$ cat src/rtl/pb_conditioner.sv
// Push-button front end: synchronises, debounces and edge-detects the raw button pins,
// priority-encodes the note keys and keeps the octave / play-mode counters.
module pb_conditioner #(
    parameter int NUM_PB       = 15,
    parameter int TICK_DIV     = 1000,
    parameter int STABLE_TICKS = 10
) (
    input  logic              clk,
    input  logic              reset,
    input  logic [NUM_PB-1:0] pb,
    output logic [NUM_PB-1:0] keys_db,
    output logic [NUM_PB-1:0] keys_rise,
    output logic [3:0]        note_idx,
    output logic              note_valid,
    output logic [1:0]        octave,
    output logic [1:0]        mode
);

    localparam int NUM_NOTES = NUM_PB - 2;
    localparam int DIV_W     = (TICK_DIV > 1) ? $clog2(TICK_DIV) : 1;
    localparam int CNT_W     = (STABLE_TICKS > 1) ? $clog2(STABLE_TICKS) : 1;
    localparam logic [DIV_W-1:0] DIV_LAST = DIV_W'(TICK_DIV - 1);
    localparam logic [CNT_W-1:0] CNT_LAST = CNT_W'(STABLE_TICKS - 1);

    logic [NUM_PB-1:0] pb_m;
    logic [NUM_PB-1:0] pb_s;
    logic [DIV_W-1:0]  div;
    logic              tick;
    logic [CNT_W-1:0]  cnt [NUM_PB];
    logic [NUM_PB-1:0] keys_db_q;
    logic [3:0]        lowest_idx;
    logic              any_note;

    // NOTE: sequential state uses non-blocking assignments so every flop samples pre-edge values.
    always_ff @(posedge clk or posedge reset) begin
        if (reset) begin
            pb_m <= '0;
            pb_s <= '0;
        end else begin
            pb_m <= pb;
            pb_s <= pb_m;
        end
    end

    always_ff @(posedge clk or posedge reset) begin
        if (reset) begin
            div <= '0;
        end else if (div == DIV_LAST) begin
            div <= '0;
        end else begin
            div <= div + 1'b1;
        end
    end

    assign tick = (div == DIV_LAST);

    // NOTE: the counter array is a small flop bank, so it is cleared by reset like any other register.
    always_ff @(posedge clk or posedge reset) begin
        if (reset) begin
            keys_db <= '0;
            for (int i = 0; i < NUM_PB; i++) cnt[i] <= '0;
        end else if (tick) begin
            for (int i = 0; i < NUM_PB; i++) begin
                if (pb_s[i] == keys_db[i]) begin
                    cnt[i] <= '0;
                end else if (cnt[i] == CNT_LAST) begin
                    keys_db[i] <= pb_s[i];
                    cnt[i]     <= '0;
                end else begin
                    cnt[i] <= cnt[i] + 1'b1;
                end
            end
        end
    end

    always_ff @(posedge clk or posedge reset) begin
        if (reset) begin
            keys_db_q <= '0;
            keys_rise <= '0;
        end else begin
            keys_db_q <= keys_db;
            keys_rise <= keys_db & ~keys_db_q;
        end
    end

    // NOTE: every always_comb output gets a default first so no latch is inferred; the
    // descending scan lets the lowest pressed key overwrite higher ones.
    always_comb begin
        lowest_idx = '0;
        for (int i = NUM_NOTES - 1; i >= 0; i--) begin
            if (keys_db[i]) lowest_idx = 4'(i);
        end
    end

    assign any_note = |keys_db[NUM_NOTES-1:0];

    always_ff @(posedge clk or posedge reset) begin
        if (reset) begin
            note_idx   <= '0;
            note_valid <= 1'b0;
        end else begin
            note_valid <= any_note;
            if (any_note) note_idx <= lowest_idx;
        end
    end

    // Two-bit counters wrap 3->0 naturally; the two strobes are independent.
    always_ff @(posedge clk or posedge reset) begin
        if (reset) begin
            octave <= '0;
            mode   <= '0;
        end else begin
            if (keys_rise[NUM_PB-2]) octave <= octave + 2'd1;
            if (keys_rise[NUM_PB-1]) mode   <= mode + 2'd1;
        end
    end

endmodule
$ cat config.mk
export PLATFORM = sky130hd
export DESIGN_NAME = pb_conditioner
export DESIGN_NICKNAME = d
export VERILOG_FILES = /design/src/rtl/pb_conditioner.sv
export SDC_FILE = /design/constraint.sdc
export NUM_CORES = 1
export LEC_CHECK = 0
export ABC_CLOCK_PERIOD_IN_PS = 8460
export BUFFER_PORTS_ARGS = -buffer_cell sky130_fd_sc_hd__buf_2
export CORE_MARGIN = 3
export CORE_UTILIZATION = 50
export CTS_CLUSTER_DIAMETER = 30
export DETAILED_ROUTE_END_ITERATION = 12
export PLACE_DENSITY = 0.69
export SETUP_SLACK_MARGIN = 0.02
export SLEW_MARGIN = 20
export SYNTH_ARGS = -nofsm -noshare
export SYNTH_HDL_FRONTEND = slang
export SYNTH_SLANG_ARGS = --single-unit
$ cat constraint.sdc
create_clock -name clk -period 8.46 [get_ports clk]
set_input_delay 1.269 -clock clk [delete_from_list [all_inputs] [get_ports clk]]
set_output_delay 1.269 -clock clk [all_outputs]
set_load 0.03 [all_outputs]
==> results_dict.tcl, run 1 <==
set metrics [dict create \
    yosys.area.top_type "dfrtp_1" \
    worstSetupStartpointType "flop" \
    relSlewSlack_pct 37.08 \
    final.setup.tns_ps 0 \
    synth_fa_ha_area_share_pct 4.016 \
    io_pins 56 \
    track_usage_pct 18.50 \
    fin_ws_ps 5741 \
    slowest_stage "nor3_4" \
    synthToLayoutAreaGrowth_pct 16.03 \
    synth_top_area_share_pct 58.90 \
    cts.path.max_buffers 2 \
    yosys-top-cells-area "dfrtp_1 59%, o21ai_0 5.0%, ha_1 4.0%" \
    r2r_setup_slack_ps 5740 \
    die-area_sq_um 14490 \
    synthArstFlopShare_pct 100.0 \
    rsz0062_at_grt "false" \
    syn-cell-area_sq_um 6543 \
    grt_max_degree 81 \
    finalMaxSlewViolations 0 \
    gp_congestion 0.8094 \
    grt_overflow 0 \
    cts_tree "built" \
    grt_pass1_vias 4489 \
    synth-main-ff-cell "dfrtp_1" \
    clk_pin_slew_ps 60 \
    cp_max_fo 40 \
    grt_antenna_before_repair 0 \
    drt_pass1_iterations 4 \
    startpoint "div[3]" \
    finalHoldViolCount 0 \
    hp-class "reg -> reg" \
    ir_drop_mv 0.1847 \
    vias 4598 \
    arrival_ps 3020 \
    outcome "finished clean" \
    cts_resized 0 \
    whs_path_depth 0 \
    cts.sinks 154 \
    setup_viol 0 \
    power.leakage_nw 3.606 \
    worst-r2r-cell-count 5 \
    place_inst 797 \
    utilization_pct 59.67 \
    start_util_pct 51.43 \
    finalCritPeriodShare_pct 32.14 \
    endpoint_kind "flop" \
    powerDensity_nw_per_um2 202.0 \
    hpwl_um 7911 \
    detailedPlace.worstSlack_ps 5505 \
    cts-buffers-inserted 17 \
    drtIter0Drc 345 \
    root_buffer "clkbuf_16" \
    antenna_cells 0 \
    synth.most_common_cell "dfrtp_1" \
    min_period_ps 2719 \
    avgSynthCellArea_sq_um 11.20 \
    nets 683 \
    synth-compound-area-share_pct 11.17 \
    drive_above_1_share_pct 16.29 \
    ant_nets 0 \
    holdCritStartpoint "pb_m[2]" \
    fin_skew_ps 7.114 \
    vias_per_cell 5.546 \
    regToRegEndpoint "keys_db[10]" \
    yosys.cell_types.count 47 \
    cts_hold_buf 0 \
    synthSimpleGateAreaFrac_pct 17.29 \
    cp.required_ps 8760 \
    synth_common_cells "154 x dfrtp_1, 66 x o21ai_0, 56 x nand2_1" \
    crit_chain "or3b_4 -> nor3_4 -> buf_4 -> nand2_1 -> mux2_2" \
    io_buffers 55 \
    synth_edf_count 0 \
    tightest_slew_ps 940.7 \
    ys_seq_area_share_pct 58.90 \
    clock_latency_ps 430 \
    routed_wl_um 12510 \
    final_cells 829 \
    grt_pass1_wl_um 21320 \
    cp_slowest_stage_delay_ps 730 \
    postSynthCellCount 584 \
    drcViolationCount 0 \
    rows 41 \
    synth-seq-cells 154 \
    synth_top_family_by_area "simple AND/OR/NAND/NOR gates" \
    post_cts_buffers 0 \
    synth-xor-area-share_pct 3.347 \
    worstReg2RegStart "div[3]" \
    core_sq_um 12720 \
    synth.area.mux_share_pct 2.582 \
    die_y_um 120.4 \
    worstSetupPathType "reg -> reg" \
    p_total_mw 1.533 \
    fmax_mhz 367.8 \
    yosys_warnings 0 \
    die_w_um 120.4 \
    htree_levels 4 \
    worstHoldEndpoint "pb_s[2]" \
    drv_cap 0 \
    wl_per_cell_um 15.09 \
    synth_fp_nets 622 \
]
## layout make-up
class                           instances  area (sq um)
Fill cell                            1054          5131
Sequential cell                       154          3854
Clock inverter                          8         118.9
Multi-Input combinational cell        389          2519
Tap cell                              172         215.2
Clock buffer                           23         467.9
Timing Repair Buffer                   58         317.8
Inverter                               25         98.84
## metal layers
layer	share of wire [%]	vias up	GRT usage, %
met5	0	-	0
met4	1.7	0	7.011
met3	4.4	16	5.379
met2	48	111	29.03
met1	46	2275	24.54
li1	-	2196	-
## registers in the layout, summed over array words and instances (netlist names)
register    cells
mode            2
div            10
octave          2
keys_rise      15
pb_s           15
note_idx        4
cnt            60
keys_db        15
note_valid      1
keys_db_q      15
pb_m           15
## layout by cell type, fill, tap and decap left out, drive strengths merged, types with 6 or more instances in the layout
| cell type | n |
|---|---|
| nor3 | 13 |
| nand2 | 56 |
| buf | 58 |
| nor3b | 11 |
| mux2 | 15 |
| nor2b | 14 |
| a21oi | 24 |
| xnor2 | 19 |
| and3b | 10 |
| o31ai | 13 |
| nor2 | 26 |
| nand3 | 24 |
| dfrtp | 154 |
| o21ai | 68 |
| ha | 21 |
| xor2 | 6 |
| clkbuf | 23 |
| or4 | 13 |
| inv | 25 |
## power by group
part,switching (mW),internal (mW),total [mW]
Combinational,0.0219,0.00864,0.0305
Clock,0.279,0.476,0.755
Sequential,0.00364,0.744,0.748
Total,0.305,1.23,1.53
## kinds of logic (layout without fill, tap and decap cells)
group           after synthesis  after routing
compound gates              127            127
simple gates                201            201
fa+ha+maj                    21             21
buf+inv                      41            114
flops                       154            154
mux                          15             15
xor+xnor                     25             25
## through the flow
step                      hold slack, ps  instance area (sq um)
final                              348.0                   7591
after global routing               352.0                   7591
after CTS                          347.3                   7564
after detailed placement           334.7                   6977
after global placement             333.9                   6977
after floorplan                    331.2                   6543
## worst max path at each step
| stage | cells past startpoint | slack [ps] | endpoint |
|---|---|---|---|
| after CTS | 5 | 5730 | keys_db[10] |
| after floorplan | 1 | 3040 | cnt[0] |
| after global placement | 3 | 5550 | cnt[18] |
| after global routing | 5 | 5520 | keys_db[10] |
| final | 5 | 5740 | keys_db[10] |
| after detailed placement | 3 | 5510 | pb_m[10] |
## worst max-delay path, delay by kind of cell (launching register included)
| kind | cells | cell delay (ps) |
|---|---|---|
| DFF | 1 | 460 |
| buffers and inverters | 1 | 530 |
| and+or+nand+nor | 3 | 1300 |
| muxes | 1 | 300 |
No activity file was read; power rests on OpenSTA's default activity.
==> run 2, diff against run 1 <==
--- a/config.mk
+++ b/config.mk
@@ -5,7 +5,8 @@
 export SDC_FILE = /design/constraint.sdc
 export NUM_CORES = 1
 export LEC_CHECK = 0
-export ABC_CLOCK_PERIOD_IN_PS = 8460
+export ABC_AREA = 1
+export ABC_CLOCK_PERIOD_IN_PS = 2850
 export BUFFER_PORTS_ARGS = -buffer_cell sky130_fd_sc_hd__buf_2
 export CORE_MARGIN = 3
 export CORE_UTILIZATION = 50
==> constraint.sdc (replaced) <==
create_clock -name clk -period 2.85 [get_ports clk]
set_input_delay 0.4275 -clock clk [delete_from_list [all_inputs] [get_ports clk]]
set_output_delay 0.4275 -clock clk [all_outputs]
set_load 0.03 [all_outputs]
==> run 2 against run 1 <==
Net effect: synthesized cell count rose by 14%; register-to-register slack got worse by 4900 ps; final cell count up 11%; largest power group unchanged; highest routed layer unchanged; hold slack got worse by 260 ps; first-iteration DRC count is the same; global-route usage rose by 0.87 points; largest cell class unchanged.
==> results_dict.tcl, run 2 <==
set metrics [dict create \
    final.setup.tns_ps 0 \
    rows 41 \
    arrival_ps 2330 \
    endpoint_kind "flop" \
    synthSimpleGateAreaFrac_pct 16.75 \
    multiInputGateArea_sq_um 2196 \
    cp_max_fo 29 \
    powerDensity_nw_per_um2 607.2 \
    synth-seq-cells 154 \
    drtIter0Drc 345 \
    routed_wl_um 12880 \
    fillers 1053 \
    ys_seq_area_share_pct 59.03 \
    finalHoldViolCount 0 \
    seq_area_sq_um 3854 \
    ir_drop_mv 0.4367 \
    regToRegEndpoint "keys_db[7]" \
    die_w_um 120.3 \
    utilization_pct 60.16 \
    vias_per_cell 5.128 \
    detailedPlace.worstSlack_ps 849.6 \
    synth.area.mux_share_pct 0 \
    fin_ws_ps 831.6 \
    ant_nets 0 \
    post_cts_buffers 0 \
    cts_hold_buf 0 \
    synth_common_cells "154 x dfrtp_1, 105 x inv_1, 75 x nor2_1" \
    worst-r2r-cell-count 8 \
    drive_above_1_share_pct 14.99 \
    fmax_mhz 495.5 \
    hp-class "in -> async" \
    finalMaxSlewViolations 0 \
    finalCritPeriodShare_pct 70.82 \
    cts_tree "built" \
    power.leakage_nw 3.922 \
    grt_overflow 0 \
    rsz0062_at_grt "false" \
    synth-compound-area-share_pct 8.471 \
    cts-buffers-inserted 17 \
    yosys.area.top_type "dfrtp_1" \
    grt_pass1_vias 4890 \
    top_register "cnt" \
    cp.required_ps 3160 \
    yosys_warnings 0 \
    synthArstFlopShare_pct 100.0 \
    cts_resized 0 \
    track_usage_pct 19.37 \
    clk_pin_slew_ps 60 \
    min_period_ps 2018 \
    worstSetupPathType "reg -> reg" \
    p_total_mw 4.628 \
    largest_reg_flops 60 \
    synthToLayoutAreaGrowth_pct 16.75 \
    synth_top_area_share_pct 59.03 \
    r2r_setup_slack_ps 830 \
    gp_congestion 0.8614 \
    io_pins 56 \
    vias 4713 \
    synth.most_common_cell "dfrtp_1" \
    cts.sinks 154 \
    yosys.cell_types.count 30 \
    drcViolationCount 0 \
    postSynthCellCount 668 \
    root_buffer "clkbuf_16" \
    die-area_sq_um 14460 \
    core_sq_um 12670 \
    htree_levels 4 \
    final_common_cell "dfrtp_1" \
    clock_latency_ps 420 \
    outcome "finished clean" \
    relSlewSlack_pct 52.12 \
    wl_per_cell_um 14.01 \
    die_y_um 120.3 \
    final_cell_mix "154 x dfrtp_1, 104 x inv_1, 75 x nor2_1" \
    yosys-top-cells-area "dfrtp_1 59%, inv_1 6.0%, nor2_1 4.3%" \
    tightest_slew_ps 717.1 \
    synth_fp_nets 706 \
    worstReg2RegStart "div[0]" \
    antenna_cells 0 \
    fin_skew_ps 9.560 \
    grt_antenna_before_repair 0 \
    avgSynthCellArea_sq_um 9.774 \
    synth_edf_count 0 \
    synth-xor-area-share_pct 4.293 \
    cts.path.max_buffers 2 \
    hpwl_um 8430 \
    synth_fa_ha_area_share_pct 4.025 \
    worstSetupStartpointType "flop" \
    synth_top_family_by_area "simple AND/OR/NAND/NOR gates" \
    syn-cell-area_sq_um 6529 \
    io_buffers 55 \
    start_util_pct 51.53 \
    drt_pass1_iterations 5 \
    grt_pass1_wl_um 22340 \
    nets 773 \
    synth-main-ff-cell "dfrtp_1" \
    drv_cap 0 \
    setup_viol 0 \
    grt_max_degree 69 \
]
-- run 2: worst max path at each step --
stage	start	end	slack, ps	cells past startpoint
after floorplan	reset	cnt[0]	480	1
after detailed placement	div[0]	keys_db[7]	850	8
final	div[0]	keys_db[7]	830	8
after global placement	div[0]	keys_db[7]	970	8
after global routing	div[0]	keys_db[7]	590	8
after CTS	div[0]	keys_db[7]	850	8
-- run 2: logic make-up after synthesis --
family	after synthesis
AO/OA/AOI/OAI	102
AND/OR/NAND/NOR	240
flip-flops	154
XOR/XNOR	32
adder cells (fa/ha/maj)	21
buffers and inverters	119
-- run 2: final cells by class --
type	count	share of cell area, %
clock buffers	24	6.582
clock inverters	7	1.477
inverters	107	5.318
multi-input cells	395	28.81
flip-flops and latches	154	50.56
well taps	172	2.823
repair buffers	60	4.432
-- run 2: power breakdown --
part / leakage [nW] / internal, mW / switching, mW
sequential: 2.07 / 2.21 / 0.0112
combinational: 1.55 / 0.0204 / 0.0556
clock: 0.302 / 1.48 / 0.847
-- run 2: per-layer routing --
metal | wire [um] | global-route usage (%) | share of wire [%]
met3 | 442 | 3.976 | 3.4
met4 | 298 | 9.703 | 2.3
met5 | 0 | 0 | 0
met2 | 6574 | 32.77 | 51
met1 | 5564 | 23.66 | 43
-- run 2: through the flow --
stage	instances	hold slack [ps]	instance area (sq um)
after floorplan	668	331.2	6533
after global placement	888	332.6	7008
after detailed placement	888	335.5	7008
after CTS	919	96.35	7622
after global routing	919	100.3	7622
final	919	89.66	7622
-- run 2: worst max-delay path: stages (launching register included) --
cell	delay (ps)
dfrtp_1	390
ha_1	220
nand2_2	100
nor3_2	140
nand3_1	130
inv_2	550
nand2_1	130
o21ai_0	190
inv_1	50
==> run 3, diff against run 2 <==
--- a/config.mk
+++ b/config.mk
@@ -5,14 +5,14 @@
 export SDC_FILE = /design/constraint.sdc
 export NUM_CORES = 1
 export LEC_CHECK = 0
-export ABC_AREA = 1
-export ABC_CLOCK_PERIOD_IN_PS = 2850
+export ABC_AREA = 0
+export ABC_CLOCK_PERIOD_IN_PS = 1650
 export BUFFER_PORTS_ARGS = -buffer_cell sky130_fd_sc_hd__buf_2
 export CORE_MARGIN = 3
 export CORE_UTILIZATION = 50
 export CTS_CLUSTER_DIAMETER = 30
 export DETAILED_ROUTE_END_ITERATION = 12
-export PLACE_DENSITY = 0.69
+export PLACE_DENSITY = 0.71
 export SETUP_SLACK_MARGIN = 0.02
 export SLEW_MARGIN = 20
 export SYNTH_ARGS = -nofsm -noshare
==> constraint.sdc (replaced) <==
create_clock -name clk -period 1.65 [get_ports clk]
set_input_delay 0.2475 -clock clk [delete_from_list [all_inputs] [get_ports clk]]
set_output_delay 0.2475 -clock clk [all_outputs]
set_load 0.03 [all_outputs]
==> run 3 against run 2 <==
Net effect: the flow now finishes with violations (setup timing); register-to-register slack got worse by 1200 ps; critical path depth increased by 1; clock power increased by 74%; hold slack improved by 240 ps; maximum frequency about the same; utilization increased by 12 points; global-route usage increased by 3.5 points; die area increased by 0.20%; first-iteration DRC count decreased by 26%; final cell count decreased by 0.33%; clock-buffer cell count decreased by 5; total power increased by 75%; largest power group unchanged.
==> results_dict.tcl, run 3 (synthesis results as in run 1) <==
set metrics [dict create \
    final.setup.tns_ps -20320 \
    fin_ws_ps -367.4 \
    outcome "finished with violations" \
    wl_per_cell_um 18.33 \
    min_period_ps 2017 \
    grt_antenna_before_repair 0 \
    grt_pass1_wl_um 26100 \
    synthToLayoutAreaGrowth_pct 39.63 \
    drtIter0Drc 257 \
    ir_drop_mv 0.9099 \
    routed_wl_um 16790 \
    fin_skew_ps 7.927 \
    critPathBufInv 6 \
    grt_overflow 0 \
    final_common_cell "dfrtp_1" \
    final_cell_mix "154 x dfrtp_1, 55 x buf_2, 38 x buf_4" \
    utilization_pct 71.80 \
    setup_viol 83 \
    core_sq_um 12720 \
    relSlewSlack_pct 68.68 \
    cts-buffers-inserted 17 \
    top_register "cnt" \
    grt_max_degree 51 \
    drcViolationCount 0 \
    vias 5217 \
    io_pins 56 \
    die_w_um 120.4 \
    cts.path.max_buffers 2 \
    powerDensity_nw_per_um2 887.8 \
    drive_above_1_share_pct 37.10 \
    grt_pass1_vias 5352 \
    crit_chain "or3b_4 -> buf_6 -> nor3_4 -> buf_6 -> buf_12 -> buf_12 -> buf_8 -> buf_16 -> o32ai_2" \
    worstSetupPathType "reg -> reg" \
    fin_hold_ws_ps 333.0 \
    die_y_um 120.4 \
    largest_reg_flops 60 \
    detailedPlace.worstSlack_ps -324.9 \
    nets 770 \
    die-area_sq_um 14490 \
    track_usage_pct 22.89 \
    rows 41 \
    arrival_ps 2300 \
    rsz0062_at_grt "true" \
    cp_max_fo 6 \
    vias_per_cell 5.695 \
    endpoint_kind "flop" \
    p_total_mw 8.110 \
    gp_congestion 0.8056 \
    cpLargestDelayFamily "buffers and inverters" \
    hpwl_um 9243 \
    ant_nets 0 \
    io_buffers 55 \
    slowest_stage "or3b_4" \
    fmax_mhz 495.7 \
    clock_latency_ps 420 \
    cp_slowest_stage_delay_ps 440 \
    antenna_cells 0 \
    worstSetupStartpointType "flop" \
    finalMaxSlewViolations 0 \
    drv_cap 0 \
    clk_pin_slew_ps 60 \
    cp.required_ps 1940 \
    finalHoldViolCount 0 \
    cts.sinks 154 \
    finalCritPeriodShare_pct 122.3 \
    tightest_slew_ps 466.5 \
    cts_tree "built" \
    drt_pass1_iterations 4 \
    htree_levels 4 \
    start_util_pct 51.43 \
    power.leakage_nw 4.266 \
    root_buffer "clkbuf_16" \
    violations "setup timing" \
    hp-class "in -> async" \
]
## run 3: cell types whose count changed in the layout (fill, tap and decap cells not counted), moves of 15 or more
| cell | previous run | this run |
|---|---|---|
| inv_1 | 104 | 24 |
| dlygate4sd3_1 | 0 | 16 |
| nand2_1 | 66 | 31 |
| o21ai_1 | 11 | 26 |
| o21ai_2 | 0 | 33 |
| o21ai_0 | 35 | 6 |
| buf_6 | 0 | 17 |
| buf_4 | 3 | 38 |
| nor2_1 | 75 | 26 |
| nand3_1 | 53 | 22 |
## run 3: final cells by class
| class | instances | area, sq um |
|---|---|---|
| well taps | 172 | 215.2 |
| multi-input cells | 392 | 3097 |
| clock inverters | 12 | 173.9 |
| repair buffers | 142 | 1255 |
| inverters | 25 | 97.59 |
| fillers | 846 | 3587 |
| clock buffers | 19 | 442.9 |
| flip-flops and latches | 154 | 3854 |
## run 3: repair_timing
| action | CTS | global route |
|---|---|---|
| gates cloned | 10 | 0 |
| hold buffers | 16 | 0 |
| hold endpoints to repair | 22 | 0 |
| pin swaps | 17 | 23 |
| setup buffers | 13 | 11 |
| setup endpoints to repair | 81 | 86 |
| gates resized for setup | 59 | 95 |
## run 3: worst reg2reg max path, delay by kind of cell (launching register included)
family / cells / cell delay (ps)
AND/OR/NAND/NOR: 2 / 650
flip-flops: 1 / 380
buffers and inverters: 6 / 790
AO/OA/AOI/OAI: 1 / 60
## run 3: final timing paths
kind,startpoint,to,slack (ps),cells after the start
min in group clk,pb_m[0],pb_s[0],350,0
max in group asynchronous,reset,pb_m[5],780,4
worst max register to register,div[3],cnt[51],-370,9
worst min register to register,pb_m[0],pb_s[0],350,0
worst min-delay path,reset,keys_rise[2],330,3
worst max-delay path,div[3],cnt[51],-370,9
## run 3: layer usage
| layer | share of wire, % | GRT usage, % | wire length (um) | up-vias |
|---|---|---|---|---|
| met4 | 2.0 | 9.703 | 331 | 0 |
| li1 | - | - | - | 2401 |
| met5 | 0 | 0 | 0 | - |
| met3 | 5.1 | 5.613 | 856 | 29 |
| met2 | 53 | 38.35 | 8939 | 156 |
| met1 | 40 | 28.37 | 6661 | 2631 |
## run 3: metrics by stage
| stage | instances | cell area, sq um |
|---|---|---|
| final | 916 | 9135 |
| after global routing | 916 | 9135 |
| after CTS | 911 | 8745 |
| after detailed placement | 842 | 7457 |
| after global placement | 842 | 7457 |
| after floorplan | 584 | 6724 |
## run 3: power by group
group / internal (mW) / total [mW] / switching (mW)
sequential: 3.81 / 3.84 / 0.0216
clock: 2.55 / 4.06 / 1.50
combinational: 0.0769 / 0.216 / 0.139
